==> src/rtl/spi_mem_pkg.sv <==
// spi_mem_pkg: shared opcodes and FSM encoding
// for the SPI serial-memory master.
package spi_mem_pkg;

   localparam logic [7:0] CMD_READ  = 8'h03;
   localparam logic [7:0] CMD_WRITE = 8'h02;

   typedef logic [2:0] state_t;

   localparam state_t ST_IDLE = 3'd0;
   localparam state_t ST_CMD  = 3'd1;
   localparam state_t ST_ADDR = 3'd2;
   localparam state_t ST_DATA = 3'd3;
   localparam state_t ST_GAP  = 3'd4;

endpackage

==> src/rtl/spi_mem_master_sck_gen.sv <==
// spi_sck_gen: divides clk into a mode-0 SCK and
// gives one-cycle strobes on the clk edge where SCK rises/falls.
module spi_sck_gen #(
   parameter int CLK_DIV = 2
) (
   input  logic clk,
   input  logic rst,
   input  logic en_i,
   output logic sck_o,
   output logic rise_o,
   output logic fall_o
);

   localparam int CW = (CLK_DIV > 1) ? $clog2(CLK_DIV) : 1;
   localparam logic [CW-1:0] CNT_MAX = CW'(CLK_DIV - 1);

   logic [CW-1:0] cnt_q, cnt_d;
   logic          sck_q, sck_d;
   logic          tick;

   assign tick   = en_i && (cnt_q == CNT_MAX);
   assign rise_o = tick && !sck_q;
   assign fall_o = tick && sck_q;
   assign sck_o  = sck_q;

   // Half-period counter; SCK parks low whenever disabled.
   always_comb begin
      cnt_d = cnt_q;
      sck_d = sck_q;
      if (!en_i) begin
         cnt_d = '0;
         sck_d = 1'b0;
      end else if (tick) begin
         cnt_d = '0;
         sck_d = !sck_q;
      end else begin
         cnt_d = cnt_q + 1'b1;
      end
   end

   // Divider state registers.
   always_ff @(posedge clk or posedge rst) begin
      if (rst) begin
         cnt_q <= '0;
         sck_q <= 1'b0;
      end else begin
         cnt_q <= cnt_d;
         sck_q <= sck_d;
      end
   end

endmodule

==> src/rtl/spi_mem_master.sv <==
// spi_mem_master: SPI mode-0 master for serial memories.
// Sends opcode, address, then a burst of read or write bytes.
module spi_mem_master
   import spi_mem_pkg::*;
#(
   parameter int ADDR_BYTES = 1,
   parameter int CLK_DIV    = 2,
   parameter int LEN_W      = 4
) (
   input  logic                    clk,
   input  logic                    rst,
   input  logic                    req_valid,
   output logic                    req_ready,
   input  logic                    req_write,
   input  logic [8*ADDR_BYTES-1:0] req_addr,
   input  logic [LEN_W-1:0]        req_len,
   input  logic [7:0]              wr_data,
   output logic                    wr_ready,
   output logic [7:0]              rd_data,
   output logic                    rd_valid,
   output logic                    busy,
   output logic                    done,
   output logic                    spi_cs_n,
   output logic                    spi_sck,
   output logic                    spi_mosi,
   input  logic                    spi_miso
);

   localparam int AW = 8 * ADDR_BYTES;
   localparam int BW = (LEN_W > 2) ? LEN_W : 2;
   localparam int GW = $clog2(2 * CLK_DIV);
   localparam logic [GW-1:0] GAP_MAX   = GW'(2 * CLK_DIV - 1);
   localparam logic [BW-1:0] ADDR_LAST = BW'(ADDR_BYTES - 1);

   state_t           state_q, state_d;
   logic             write_q, write_d;
   logic [AW-1:0]    addr_q, addr_d;
   logic [LEN_W-1:0] len_q, len_d;
   logic [BW-1:0]    byte_q, byte_d;
   logic [2:0]       bit_q, bit_d;
   logic [7:0]       tx_q, tx_d;
   logic [7:0]       rx_q, rx_d;
   logic [7:0]       rd_data_q, rd_data_d;
   logic             rd_valid_q, rd_valid_d;
   logic             done_q, done_d;
   logic             cs_n_q, cs_n_d;
   logic             ready_q, ready_d;
   logic [GW-1:0]    gap_q, gap_d;

   logic       sck_en, rise, fall;
   logic       byte_end, addr_last, data_last;
   logic [7:0] next_data;

   assign sck_en = (state_q == ST_CMD) ||
                   (state_q == ST_ADDR) ||
                   (state_q == ST_DATA);

   spi_sck_gen #(
      .CLK_DIV (CLK_DIV)
   ) u_sck (
      .clk    (clk),
      .rst    (rst),
      .en_i   (sck_en),
      .sck_o  (spi_sck),
      .rise_o (rise),
      .fall_o (fall)
   );

   assign byte_end  = fall && (bit_q == 3'd7);
   assign addr_last = (byte_q == ADDR_LAST);
   assign data_last = (byte_q == BW'(len_q));
   assign next_data = write_q ? wr_data : 8'h00;

   // Ask for a write byte on the fall that will shift its MSB out.
   assign wr_ready = write_q && byte_end &&
                     (((state_q == ST_ADDR) && addr_last) ||
                      ((state_q == ST_DATA) && !data_last));

   assign req_ready = ready_q;
   assign busy      = (state_q != ST_IDLE);
   assign done      = done_q;
   assign rd_data   = rd_data_q;
   assign rd_valid  = rd_valid_q;
   assign spi_cs_n  = cs_n_q;
   assign spi_mosi  = tx_q[7];

   // Transaction sequencer: shift on falls, sample on rises.
   always_comb begin
      state_d    = state_q;
      write_d    = write_q;
      addr_d     = addr_q;
      len_d      = len_q;
      byte_d     = byte_q;
      bit_d      = bit_q;
      tx_d       = tx_q;
      rx_d       = rx_q;
      rd_data_d  = rd_data_q;
      rd_valid_d = 1'b0;
      done_d     = 1'b0;
      cs_n_d     = cs_n_q;
      gap_d      = gap_q;
      unique case (state_q)
         ST_IDLE: begin
            if (req_valid && ready_q) begin
               state_d = ST_CMD;
               write_d = req_write;
               addr_d  = req_addr;
               len_d   = req_len;
               byte_d  = '0;
               bit_d   = 3'd0;
               tx_d    = req_write ? CMD_WRITE : CMD_READ;
               cs_n_d  = 1'b0;
            end
         end
         ST_CMD, ST_ADDR, ST_DATA: begin
            if (rise) begin
               rx_d = {rx_q[6:0], spi_miso};
               if ((state_q == ST_DATA) && !write_q &&
                   (bit_q == 3'd7)) begin
                  rd_data_d  = {rx_q[6:0], spi_miso};
                  rd_valid_d = 1'b1;
               end
            end
            if (fall) begin
               bit_d = bit_q + 3'd1;
               tx_d  = {tx_q[6:0], 1'b0};
               if (bit_q == 3'd7) begin
                  if (state_q == ST_CMD) begin
                     state_d = ST_ADDR;
                     byte_d  = '0;
                     tx_d    = addr_q[AW-1 -: 8];
                     addr_d  = addr_q << 8;
                  end else if (state_q == ST_ADDR) begin
                     if (addr_last) begin
                        state_d = ST_DATA;
                        byte_d  = '0;
                        tx_d    = next_data;
                     end else begin
                        byte_d = byte_q + 1'b1;
                        tx_d   = addr_q[AW-1 -: 8];
                        addr_d = addr_q << 8;
                     end
                  end else if (data_last) begin
                     state_d = ST_GAP;
                     gap_d   = '0;
                     cs_n_d  = 1'b1;
                     done_d  = 1'b1;
                     tx_d    = 8'h00;
                  end else begin
                     byte_d = byte_q + 1'b1;
                     tx_d   = next_data;
                  end
               end
            end
         end
         ST_GAP: begin
            if (gap_q == GAP_MAX) begin
               state_d = ST_IDLE;
            end else begin
               gap_d = gap_q + 1'b1;
            end
         end
         default: begin
            state_d = ST_IDLE;
            cs_n_d  = 1'b1;
         end
      endcase
      ready_d = (state_d == ST_IDLE);
   end

   // State registers; reset drops CS and aborts any transfer.
   always_ff @(posedge clk or posedge rst) begin
      if (rst) begin
         state_q    <= ST_IDLE;
         write_q    <= 1'b0;
         addr_q     <= '0;
         len_q      <= '0;
         byte_q     <= '0;
         bit_q      <= 3'd0;
         tx_q       <= 8'h00;
         rx_q       <= 8'h00;
         rd_data_q  <= 8'h00;
         rd_valid_q <= 1'b0;
         done_q     <= 1'b0;
         cs_n_q     <= 1'b1;
         ready_q    <= 1'b0;
         gap_q      <= '0;
      end else begin
         state_q    <= state_d;
         write_q    <= write_d;
         addr_q     <= addr_d;
         len_q      <= len_d;
         byte_q     <= byte_d;
         bit_q      <= bit_d;
         tx_q       <= tx_d;
         rx_q       <= rx_d;
         rd_data_q  <= rd_data_d;
         rd_valid_q <= rd_valid_d;
         done_q     <= done_d;
         cs_n_q     <= cs_n_d;
         ready_q    <= ready_d;
         gap_q      <= gap_d;
      end
   end

endmodule

==> config.mk <==
export PLATFORM = sky130hd
export DESIGN_NAME = spi_mem_master
export DESIGN_NICKNAME = d
export VERILOG_FILES = /design/src/rtl/spi_mem_pkg.sv /design/src/rtl/spi_mem_master_sck_gen.sv /design/src/rtl/spi_mem_master.sv
export SDC_FILE = /design/constraint.sdc
export NUM_CORES = 1
export LEC_CHECK = 0
export CORE_MARGIN = 4
export CORE_UTILIZATION = 35
export DETAILED_ROUTE_END_ITERATION = 6
export HOLD_SLACK_MARGIN = 0.05
export PLACE_DENSITY = 0.64
export SYNTH_ARGS = -nofsm -noshare
export SYNTH_HDL_FRONTEND = slang
export SYNTH_HIERARCHICAL = 1
export SYNTH_SLANG_ARGS = --single-unit
export TNS_END_PERCENT = 1
==> constraint.sdc <==
create_clock -name clk -period 4.4 [get_ports clk]
set_input_delay 0.66 -clock clk [delete_from_list [all_inputs] [get_ports clk]]
set_output_delay 0.66 -clock clk [all_outputs]
set_load 0.05 [all_outputs]
==> summary.md <==
| Metric | Value |
|---|---|
| Outcome | `finished, final reports clean` |
| Nets | `326` |
| Worst min-delay path category | `reg -> reg` |
| Clk root buf | `clkbuf_8` |
| Reg clk slew, reported paths | `about 0.090 ns` |
| Core Area | `about 0.0074 mm2` |
| WP data arrival | `about 3.0 ns` |
| Rows | `31` |
| Slew headroom | `approximately 28%` |
| IR drop worst, VDD | `between 0.3 and 0.4 mV` |
| Setup violators final | `0` |
| Routed vias | `between 1500 and 2000` |
| Max Freq | `0.2730 GHz` |
| Pleak | `1.481 nW` |
| Power Internal | `between 0.001 and 0.0015 W` |
| Skew-Pair Late Insertion Delay | `around 0.30 ns` |
| Synthesized area per cell | `10.43 um2` |
| Postcts setup bufs | `0` |
| Count of input and output buffers | `40` |
| Chip width | `between 90 and 100 um` |
| Die Area | `~0.0092 mm2` |
| Final worst path period need | `between 3 and 4 ns` |
| Combinational Power Share | `37.4%` |
| Ys Warns | `6` |
| P per Cell Area | `between 500 and 600 mW/mm2` |
| Tot Pwr | `around 0.0017 W` |
| Initial cell density of the core | `36.60%` |
| RSZ-0062 raised after global routing | `no` |
| Commonest non-fill, non-tap cell in the layout | `dfrtp_1` |
| Number of H-tree levels | `2` |
| FILL cells | `just over 700` |
| Sw power | `approximately 0.00064 W` |
| Antenna viol nets, final | `0` |
| Post-synth ARST share | `100.0%` |
| Pins over their slew limit | `0` |
| Fin. Hold Viols | `0` |
| Final Wtd Congestion | `roughly 0.85` |
| Sequential area share after synthesis | `~50%` |
| Post-synthesis cell type count | `just under 50` |
| Number of global-route vias before repair | `a little over 2000` |
| Cts repair resizes | `0` |
| Worst Path Max Fanout | `14` |
| Mapped Area | `approximately 0.0027 mm2` |
| Setup crit end kind | `primary output` |
| Hold Buf Count CTS | `0` |
| Clock Sinks | `54` |
| Vias per Instance | `between 5 and 6` |
| Initial antenna violation count | `0` |
| WL/cell | `between 10 and 15 um` |
| Post-route clock period utilization | `a little over four fifths` |
| Diode count | `0` |
| Sequential share of power | `46.3%` |
| Io pins | `between 40 and 50` |
| Share of layout cells above drive strength 1 | `between 10% and 20%` |
| Skew final | `0.006263 ns` |
| EDFF count, synth | `0` |
| Clock tree buffer depth | `2` |
| WS Path Type | `reg -> out` |
| # DRC | `0` |
| CP Data Required Time | `~3.7 ns` |
| Critical path launch point type | `flop` |
| Largest net degree at the start of global routing | `53` |
| Cts bufs inserted | `5` |
| GRT overflow | `0` |
| Commonest non-fill, non-tap cells in the layout | `53 x dfrtp_1, 40 x clkdlybuf4s50_1, 31 x nand2_1, 15 x nor2_1, 14 x inv_1` |
| Final core occ | `44.16%` |
| R2R cell count | `8` |
| Global-route wire length before repair | `9570 um` |
| P&R area growth vs syn | `20.67%` |
| Sw Share | `roughly 37%` |
| DR iter-0 viols | `a little over 100` |
| CTS tree | `done` |
| Setup TNS Final | `0 ns` |
| Worst-margin pin slew | `1.085 ns` |
| Synthesized flop and latch total | `54` |
| Drt pass-1 iters | `4` |
| Most used flip-flop cell after synthesis | `dfrtp_1` |
| Die height | `around 96 um` |
| Final setup margin | `between 0.7 and 0.8 ns` |
| Synth Net Count | `290` |
| Total track usage | `13.16%` |
| Hold Path Depth | `2` |
| Hold WS | `0.4746 ns` |
| Synth Instances | `260` |
| Total routed wirelength | `5678 um` |
| # Max-Cap Violations | `0` |
| Place WS | `around 1.1 ns` |
| Final HPWL DP | `between 4000 and 5000 um` |
| Clock network fraction of total power | `16.3%` |
## per-layer routing
layer	routed length (um)	vias up	share of wire [%]	GRT usage, %
li1	-	993	-	-
met1	2834	953	50	18.20
met2	2571	47	45	21.10
met3	259	2	4.6	3.127
met4	12	0	0.21	2.488
met5	0	-	0	0
## critical path: stages (launching register included)
cell             delay [ns]
dfrtp_1                0.57
or2_2                  0.32
nand2b_4               0.15
inv_2                  0.16
and3_2                 0.22
and2_1                 0.26
and3_1                 0.21
clkdlybuf4s50_1        0.81
## cells by family (layout without fill, tap and decap cells)
kind of cell	count (synthesis)	after routing	synth area share [%]
simple gates	87	87	16.34
fa+ha+maj	5	5	2.307
buf+inv	28	65	4.522
compound gates	53	53	12.97
mux	28	28	12.37
flops	54	54	49.88
xor+xnor	5	5	1.615
## Yosys cell counts (6+ instances only)
cell      count  area (um2)
dfrtp_1      53        1326
clkbuf_1      7       26.28
nand2_1      31       116.4
mux2i_1       8       80.08
nand3_1      13       65.06
a21oi_1      13       65.06
o21ai_0      12       60.06
inv_1        15       56.30
mux2_2       12       135.1
nor2_1       15       56.30
a221oi_1      6       52.55
mux2_4        8       120.1
o311ai_0      6       52.55
## sequential cells by signal (all words and copies together) (netlist names)
name,count
addr_q,8
rd_data,8
tx_q,8
rx_q,7
byte_q,4
len_q,4
bit_q,3
state_q,3
gap_q,2
done,1
rd_valid,1
req_ready,1
spi_cs_n,1
u_sck/cnt_q,1
u_sck/sck_o,1
write_q,1
## area by class of cell
cell class / instances / area (um2) / share of cell area (%)
sequential: 54 / 1353 / 41.34
clock buffer: 7 / 86.33 / 2.639
clock inverter: 1 / 5.005 / 0.1530
tap: 99 / 123.9 / 3.786
multi-input combinational: 178 / 1236 / 37.78
inverter: 16 / 60.06 / 1.836
timing repair buffer: 41 / 407.9 / 12.47
## path summary, 6_finish.rpt
kind	startpoint	endpoint	slack [ns]
min reg2reg	spi_cs_n$_DFFE_PP1P_	spi_cs_n$_DFFE_PP1P_	0.47
min	spi_cs_n$_DFFE_PP1P_	spi_cs_n$_DFFE_PP1P_	0.47
min in group asynchronous	rst	u_sck/cnt_q$_DFF_PP0_	0.58
max in group asynchronous	rst	tx_q[1]$_DFFE_PP0P_	2.74
max reg2reg	state_q[1]$_DFF_PP0_	rd_data[5]$_DFFE_PP0P_	1.59
max	state_q[1]$_DFF_PP0_	wr_ready	0.74
## power groups by stage
| stage | Clock [W] | Sequential, W | Combinational (W) |
|---|---|---|---|
| finish | 0.000283 | 0.000802 | 0.000649 |
| global placement | 0 | 0.000810 | 0.000642 |
| detailed placement | 0 | 0.000815 | 0.000656 |
| global route | 0.000319 | 0.000829 | 0.000734 |
| floorplan | 0 | 0.000808 | 0.000483 |
| CTS | 0.000295 | 0.000804 | 0.000658 |
## through the flow
step,instance area [um2],std cells
after floorplan,2711,260
after global placement,3181,388
after detailed placement,3181,388
after CTS,3272,396
after global routing,3272,396
final,3272,396
Power figures use the tool's default switching activity.
